File: config.mk
export PLATFORM = sky130hd
export DESIGN_NAME = complex_multiplication
export DESIGN_NICKNAME = d
export VERILOG_FILES = /design/src/rtl/complex_multiplication.sv
export SDC_FILE = /design/constraint.sdc
export NUM_CORES = 1
export LEC_CHECK = 0
export ABC_AREA = 1
export BUFFER_PORTS_ARGS = -buffer_cell sky130_fd_sc_hd__buf_2
export CAP_MARGIN = 10
export CORE_MARGIN = 2
export CORE_UTILIZATION = 35
export DETAILED_ROUTE_END_ITERATION = 12
export PLACE_DENSITY = 0.56
export SETUP_SLACK_MARGIN = 0.1
export SYNTH_ARGS = -nofsm -noshare
export SYNTH_HDL_FRONTEND = slang
export SYNTH_SLANG_ARGS = --single-unit
File: constraint.sdc
create_clock -name CLK -period 11.67 [get_ports CLK]
set_input_delay 1.167 -clock CLK [delete_from_list [all_inputs] [get_ports CLK]]
set_output_delay 1.167 -clock CLK [all_outputs]
set_load 0.01 [all_outputs]
File: src/rtl/complex_multiplication.sv
// Multi-cycle signed complex multiplier: one shared 4x4 signed multiplier
// is stepped over four cycles, then the real/imaginary sums are registered.
module complex_multiplication (
  input  logic       CLK,
  input  logic       RST,
  input  logic       data_start,
  input  logic [3:0] real_a,
  input  logic [3:0] image_a,
  input  logic [3:0] real_b,
  input  logic [3:0] image_b,
  output logic [7:0] product_real,
  output logic [7:0] product_image
);

  typedef enum logic [2:0] {IDLE, CAPTURE, MUL1, MUL2, MUL3, MUL4, OUT} state_t;

  state_t            state, state_nxt;
  logic [3:0]        ra, ia, rb, ib;
  logic [1:0]        step;
  logic signed [3:0] op_x, op_y;
  logic signed [8:0] mul, rr, ii, ri, ir, diff, sum;

  always_comb begin
    state_nxt = state;
    if (data_start) state_nxt = MUL1;
    else begin
      case (state)
        CAPTURE: state_nxt = MUL1;
        MUL1:    state_nxt = MUL2;
        MUL2:    state_nxt = MUL3;
        MUL3:    state_nxt = MUL4;
        MUL4:    state_nxt = OUT;
        OUT:     state_nxt = IDLE;
        default: state_nxt = IDLE;
      endcase
    end
  end

  // step walks rr, ii, ri, ir in lockstep with MUL1..MUL4
  always_comb begin
    op_x = $signed(ra);
    op_y = $signed(rb);
    case (step)
      2'd1:    begin op_x = $signed(ia); op_y = $signed(ib); end
      2'd2:    begin op_x = $signed(ra); op_y = $signed(ib); end
      2'd3:    begin op_x = $signed(ia); op_y = $signed(rb); end
      default: begin op_x = $signed(ra); op_y = $signed(rb); end
    endcase
  end

  assign mul  = 9'(op_x) * 9'(op_y);
  assign diff = rr - ii;
  assign sum  = ri + ir;

  always_ff @(posedge CLK or negedge RST) begin
    if (!RST) begin
      state         <= IDLE;
      step          <= 2'd0;
      ra            <= '0;
      ia            <= '0;
      rb            <= '0;
      ib            <= '0;
      rr            <= '0;
      ii            <= '0;
      ri            <= '0;
      ir            <= '0;
      product_real  <= '0;
      product_image <= '0;
    end else begin
      state <= state_nxt;
      if (data_start) begin
        // a new strobe always wins; an in-flight result is dropped
        ra   <= real_a;
        ia   <= image_a;
        rb   <= real_b;
        ib   <= image_b;
        step <= 2'd0;
      end else begin
        case (state)
          MUL1: begin rr <= mul; step <= step + 2'd1; end
          MUL2: begin ii <= mul; step <= step + 2'd1; end
          MUL3: begin ri <= mul; step <= step + 2'd1; end
          MUL4: begin ir <= mul; step <= step + 2'd1; end
          OUT: begin
            product_real  <= diff[7:0];
            product_image <= sum[7:0];
          end
          default: ;
        endcase
      end
    end
  end

endmodule

==> flow_metrics.py, run 1 <==
metrics = {
    "outcome": {
        "status": "finished clean",
    },
    "setup_path": {
        "cp-endpoint": "ri[7]$_DFFE_PN0P_",
        "slowest_stage": "fa_1",
        "cp-start-kind": "flip-flop",
        "cp_top_family": "adder cells",
        "r2r-end": "ri[7]$_DFFE_PN0P_",
        "cp.required_ps": 11890,
        "crit_chain": "ha_1 > nor2_2 > nand2_1 > o21ai_0 > inv_1 > nand2_1 > fa_1 > fa_1 > fa_1 > inv_1 > ha_1 > fa_1 > nand3_1 > nand3_1 > nand3_1 > nand2_1 > nand2_1 > nand2_1 > nand2_1 > nand2_1",
        "crit_path_start": "step[0]$_DFFE_PN0P_",
        "crit_arrival_ps": 4420,
        "worst-path-max-fanout": 8,
        "crit_type": "reg2reg",
        "cp-end-kind": "flip-flop",
        "cp.depth": 20,
        "worst-r2r-cell-count": 20,
        "cpPeakStageDelay_ps": 510,
        "r2r_start": "step[0]$_DFFE_PN0P_",
        "cp_common_cell": "nand2_1",
        "rrSetupSlack_ps": 7470,
        "path_buf_inv": 2,
    },
    "yosys": {
        "ys_seq_area_share_pct": 42.06,
        "yosysTopAreaCellShare_pct": 42.06,
        "synth-edff-count": 0,
        "synth-seq-cells": 69,
        "synth_top_family_by_area": "simple AND/OR/NAND/NOR gates",
        "yosys.area.top_type": "dfrtp_1",
        "synth.mux.area_fraction_pct": 0,
        "synth_ff_type": "dfrtp_1",
        "synth-xor-area-share_pct": 2.560,
        "synthCells": 493,
        "yosysWarnings": 0,
        "syn_nets": 552,
        "ys_types": 31,
        "synth_compound_area_share_pct": 9.326,
        "syn_area_um2": 4105,
        "async_flop_share_pct": 100.0,
        "synth_area_leaders": "dfrtp_1 42%, nand2_1 15%, ha_1 8.8%",
        "synth_fa_ha_area_share_pct": 14.20,
        "synth_area_per_cell_um2": 8.327,
        "yosys.area_share.simple_pct": 22.68,
    },
    "floorplan": {
        "core_um2": 11420,
        "die_h_um": 112.3,
        "ios": 35,
        "initial_core_util_pct": 35.95,
        "die-area_um2": 12610,
        "die_w_um": 112.3,
        "rows": 39,
    },
    "routing": {
        "drt-total-wl_mm": 8.127,
        "ant_nets": 0,
        "drc_errors": 0,
        "drt_iter0_drc": 111,
        "wire_per_inst_um": 12.00,
        "avgViaCountPerCell": 4.586,
        "first_pass_iters": 4,
        "vias": 3105,
    },
    "global_route": {
        "antenna_found_initial": 0,
        "grt_usage_pct": 14.15,
        "grt_pass1_vias": 3043,
        "grt_pass1_wl_mm": 14.41,
        "overflow": 0,
        "grt_max_degree": 70,
    },
    "cts": {
        "cts-root-buf": "clkbuf_16",
        "clock_latency_ps": 330,
        "htreeDepth": 3,
        "cts_buffer_depth": 2,
        "cts-resized-gates": 0,
        "cts_tree": "done",
        "numCtsBuffers": 9,
        "post_cts_buffers": 0,
        "clkTransAtPathRegs_ps": 60,
        "cts_sinks": 69,
        "ctsHoldBuffers": 0,
    },
    "power_and_ir_drop": {
        "p_total_uw": 1434,
        "leakage_uw": 0.002534,
        "pwr_density_cell_nw_per_um2": 305.8,
        "irDropWorstVdd_v": 0.0001587,
    },
    "sta": {
        "fmax_ghz": 0.2379,
        "rsz0062_at_grt": "no",
        "drv_slew": 0,
        "period_share_pct": 36.02,
        "holdWs_ps": 464.9,
        "finalSetupViolCount": 0,
        "period_needed_ps": 4203,
        "tns_ps": 0,
        "worstMarginPinSlew_ps": 850.0,
        "slew_headroom_pct": 43.33,
        "fin_skew_ps": 6.111,
        "hold_viol": 0,
        "worst_slack_ps": 7467,
    },
    "place": {
        "port_buffers": 34,
        "dpl.hpwl_mm": 6.229,
        "place_ws_ps": 7482,
        "gp_congestion": 0.8270,
    },
    "finish": {
        "regArea_um2": 1727,
        "drive_gt1_share_pct": 13.67,
        "diodes": 0,
        "syn2layout_area_growth_pct": 14.23,
        "multi_input_area_um2": 2002,
        "fin_nets": 588,
        "final.fill_count": 1170,
        "final_util_pct": 41.07,
    },
    "run": {
        "cap_violations": 0,
    },
    "hold_path": {
        "min-delay-path-class": "reg2reg",
    },
}
==> cell usage in the layout (no fill, tap or decap), drive strengths merged, types with 2 or more instances in the layout <==
master and count:
fa 11, xnor2 3, nand3b 5, o21ai 54, or2 2, ha 29
buf 35, nand4 6, o21bai 2, dfrtp 69, nor3 2, nor2 20
nand2 161, clkbuf 12, a21oi 10, nand3 19, inv 79, xor2 9
==> layout make-up <==
class / count / share of cell area (%)
Clock buffer: 12 / 5.470
Clock inverter: 4 / 1.174
Inverter: 78 / 6.243
Multi-Input combinational cell: 336 / 42.69
Sequential cell: 69 / 36.82
Tap cell: 143 / 3.815
Timing Repair Buffer: 35 / 3.789
==> synth_stat cells, types with 2 or more instances <==
master and n:
a21oi_1 9, buf_6 6, clkbuf_1 3, dfrtp_1 69, fa_1 11, ha_1 29, inv_1 71, inv_2 7
nand2_1 160, nand3_1 18, nand3b_1 5, nand4_1 6, nor2_1 14, nor2_2 2, nor2_4 4, o21ai_0 41
o21ai_1 9, o21ai_2 4, o21bai_1 2, or2_2 2, xnor2_1 3, xor2_1 9
==> flip-flops by register name (all words and copies together) (netlist names), 8 cells and up <==
name / cells
product_real: 8
rr: 8
product_image: 8
ii: 8
ir: 8
ri: 8
==> metrics by stage <==
| step | cell area [µm²] | std cells |
|---|---|---|
| after global placement | 4378 | 661 |
| after CTS | 4690 | 677 |
| final | 4690 | 677 |
| after detailed placement | 4378 | 661 |
| after global routing | 4690 | 677 |
| after floorplan | 4105 | 493 |
==> layer usage <==
layer | track usage [%] | routed length, µm | part of all wire, %
met1 | 18.21 | 3973 | 49
met5 | 0 | 0 | 0
met4 | 4.634 | 134 | 1.6
met3 | 3.240 | 255 | 3.1
met2 | 23.69 | 3763 | 46
==> worst min path at each step <==
stage,from,cells past startpoint,to,slack (ps)
CTS,product_image[0]$_DFFE_PN0P_,2,product_image[0]$_DFFE_PN0P_,470
finish,product_image[0]$_DFFE_PN0P_,2,product_image[0]$_DFFE_PN0P_,460
detailed placement,product_image[0]$_DFFE_PN0P_,2,product_image[0]$_DFFE_PN0P_,450
global placement,product_image[0]$_DFFE_PN0P_,2,product_image[0]$_DFFE_PN0P_,450
global route,product_image[0]$_DFFE_PN0P_,2,product_image[0]$_DFFE_PN0P_,500
floorplan,ia[2]$_DFFE_PN0P_,2,ia[2]$_DFFE_PN0P_,440
==> kinds of logic (layout without fill, tap and decap cells) <==
kind of cell,count (synthesis),after routing
flip-flops,69,69
adder cells (fa/ha/maj),40,40
AND/OR/NAND/NOR,215,215
buffers and inverters,88,129
AO/OA/AOI/OAI,69,69
XOR/XNOR,12,12
==> power by group <==
group / internal (µW) / total [µW] / leakage, µW / switching (µW)
Sequential: 315 / 359 / 0.000888 / 44.3
Combinational: 286 / 794 / 0.00150 / 507
Clock: 178 / 281 / 0.000149 / 103
==> worst register-to-register path, stage by stage (launching register included) <==
cell and delay [ps]:
dfrtp_1 410, ha_1 240, nor2_2 250, nand2_1 70, o21ai_0 150, inv_1 130, nand2_1 110, fa_1 450
fa_1 490, fa_1 510, inv_1 40, ha_1 220, fa_1 420, nand3_1 90, nand3_1 90, nand3_1 110
nand2_1 60, nand2_1 50, nand2_1 100, nand2_1 80, nand2_1 50
Note: power is estimated with default switching activity, not from simulation.
==> inputs of run 2 (changes only) <==
==> constraint.sdc (replaced) <==
create_clock -name CLK -period 4.2 [get_ports CLK]
set_input_delay 0.42 -clock CLK [delete_from_list [all_inputs] [get_ports CLK]]
set_output_delay 0.42 -clock CLK [all_outputs]
set_load 0.01 [all_outputs]
==> run 2 against run 1 <==
Sequential share of layout area is 0.84 points lower. Clock-buffer cell count is 1 lower. Via count is 0.84% higher. Core utilization is 0.99 points higher. Worst hold slack worse by 280 ps. Flip-flop and latch count stayed put. First-iteration DRC count is 13% higher. Register-to-register slack worse by 7100 ps. Die area stayed put. Critical path type unchanged.
==> flow_metrics.py, run 2 (synthesis gave the netlist of run 1 again) <==
metrics = {
    "outcome": {
        "status": "finished clean",
    },
    "setup_path": {
        "rrSetupSlack_ps": 340,
        "crit_type": "reg2reg",
        "crit_arrival_ps": 4100,
        "cp.required_ps": 4430,
        "cp-end-kind": "flip-flop",
        "worst-path-max-fanout": 7,
        "cp-start-kind": "flip-flop",
    },
    "finish": {
        "final_common_cell": "nand2_1",
        "syn2layout_area_growth_pct": 16.98,
        "diodes": 0,
        "layout_common_cells": "157 x nand2_1, 69 x inv_1, 68 x dfrtp_1",
        "fin_nets": 590,
        "final_cell_count_no_fill": 679,
        "drive_gt1_share_pct": 16.98,
        "fin_area_um2": 4802,
    },
    "routing": {
        "ant_nets": 0,
        "first_pass_iters": 4,
        "drc_errors": 0,
        "drt_iter0_drc": 125,
        "avgViaCountPerCell": 4.611,
        "drt-total-wl_mm": 8.206,
        "wire_per_inst_um": 12.09,
        "vias": 3131,
    },
    "place": {
        "place_area_um2": 4378,
        "gp_congestion": 0.8169,
        "dpl.hpwl_mm": 6.361,
        "dpl.cell_count": 661,
        "port_buffers": 34,
    },
    "sta": {
        "slew_headroom_pct": 43.55,
        "drv_slew": 0,
        "rsz0062_at_grt": "no",
        "period_needed_ps": 3864,
        "tns_ps": 0,
        "finalSetupViolCount": 0,
        "fin_skew_ps": 6.978,
        "hold_viol": 0,
        "period_share_pct": 92.01,
        "worstMarginPinSlew_ps": 846.7,
        "fmax_ghz": 0.2588,
    },
    "cts": {
        "clkTransAtPathRegs_ps": 60,
        "cts-root-buf": "clkbuf_16",
        "cts_buffer_depth": 2,
        "cts_sinks": 69,
        "clock_latency_ps": 340,
        "htreeDepth": 3,
        "cts_tree": "done",
        "numCtsBuffers": 9,
    },
    "power_and_ir_drop": {
        "pwr_density_cell_nw_per_um2": 874.2,
        "p_total_uw": 4198,
        "leakage_uw": 0.002567,
        "irDropWorstVdd_v": 0.0005269,
    },
    "global_route": {
        "grtUsageMet1_pct": 17.90,
        "overflow": 0,
        "grt_usage_pct": 14.20,
        "antenna_found_initial": 0,
        "grt_pass1_wl_mm": 14.46,
        "grt_pass1_vias": 3095,
        "grt_max_degree": 39,
        "grt_use_met2_pct": 23.53,
        "grt-busiest-layer": "met2",
        "grtUsageMet3_pct": 3.510,
    },
    "floorplan": {
        "die_w_um": 112.3,
        "die_h_um": 112.3,
        "core_um2": 11420,
        "rows": 39,
        "die-area_um2": 12610,
        "initial_core_util_pct": 35.95,
        "ios": 35,
    },
    "run": {
        "cap_violations": 0,
    },
    "hold_path": {
        "min-delay-path-class": "in2async",
    },
}
-- run 2: layer usage --
layer / share of wire [%] / up-vias
li1: - / 1623
met1: 47 / 1418
met2: 46 / 75
met3: 4.3 / 15
met4: 2.2 / 0
met5: 0 / -
-- run 2: worst max-delay path, stage by stage (launching register included) --
cell	delay, ps
dfrtp_2	430
ha_2	210
nor2_4	210
nand2_1	110
o21ai_2	100
inv_2	50
nand2_1	70
fa_1	430
fa_1	470
fa_1	510
inv_1	40
ha_2	190
fa_2	340
nand3_1	70
nand3_1	80
nand3_1	110
nand2_1	70
nand2_1	70
nand2_2	80
nand2_1	70
nand2_1	50
-- run 2: power breakdown --
part / switching, µW / leakage, µW / internal (µW) / total [µW]
Combinational: 1450 / 0.00151 / 856 / 2310
Clock: 289 / 0.000170 / 598 / 887
Sequential: 126 / 0.000887 / 876 / 1000
Total: 1870 / 0.00257 / 2330 / 4200
-- run 2: final timing paths --
check                      depth (start not counted)             endpoint                start
setup reg to reg                                  20    rr[7]$_DFFE_PN0P_  step[0]$_DFFE_PN0P_
max in group asynchronous                          2  step[0]$_DFFE_PN0P_                  RST
hold / removal                                     1    rr[2]$_DFFE_PN0P_                  RST
setup / recovery                                  20    rr[7]$_DFFE_PN0P_  step[0]$_DFFE_PN0P_
min in group CLK                                   3    ra[0]$_DFFE_PN0P_            real_a[0]
hold reg to reg                                    2    rb[1]$_DFFE_PN0P_    rb[1]$_DFFE_PN0P_
-- run 2: layout make-up --
cell class	instances	area, µm²
Fill cell	1141	6616
Multi-Input combinational cell	336	2059
Sequential cell	69	1728
Inverter	78	292.8
Clock buffer	11	242.7
Timing Repair Buffer	37	192.7
Tap cell	143	178.9
Clock inverter	5	107.6
-- run 2: stage by stage --
stage | hold WS [ps] | utilization, % | setup slack [ps]
after floorplan | 124.4 | - | 325.6
after global placement | 453.0 | 38.34 | 171.3
after detailed placement | 460.5 | 38.34 | 43.33
after CTS | 215.4 | 41.45 | 123.9
after global routing | 247.9 | 42.06 | 100.6
final | 188.9 | 42.06 | 335.6
-- run 2: what timing repair did --
action,CTS,global route
resized for setup,3,20
buffers inserted,0,2
pin swaps,0,4
endpoints found under the setup margin,4,12
hold buffers,0,0
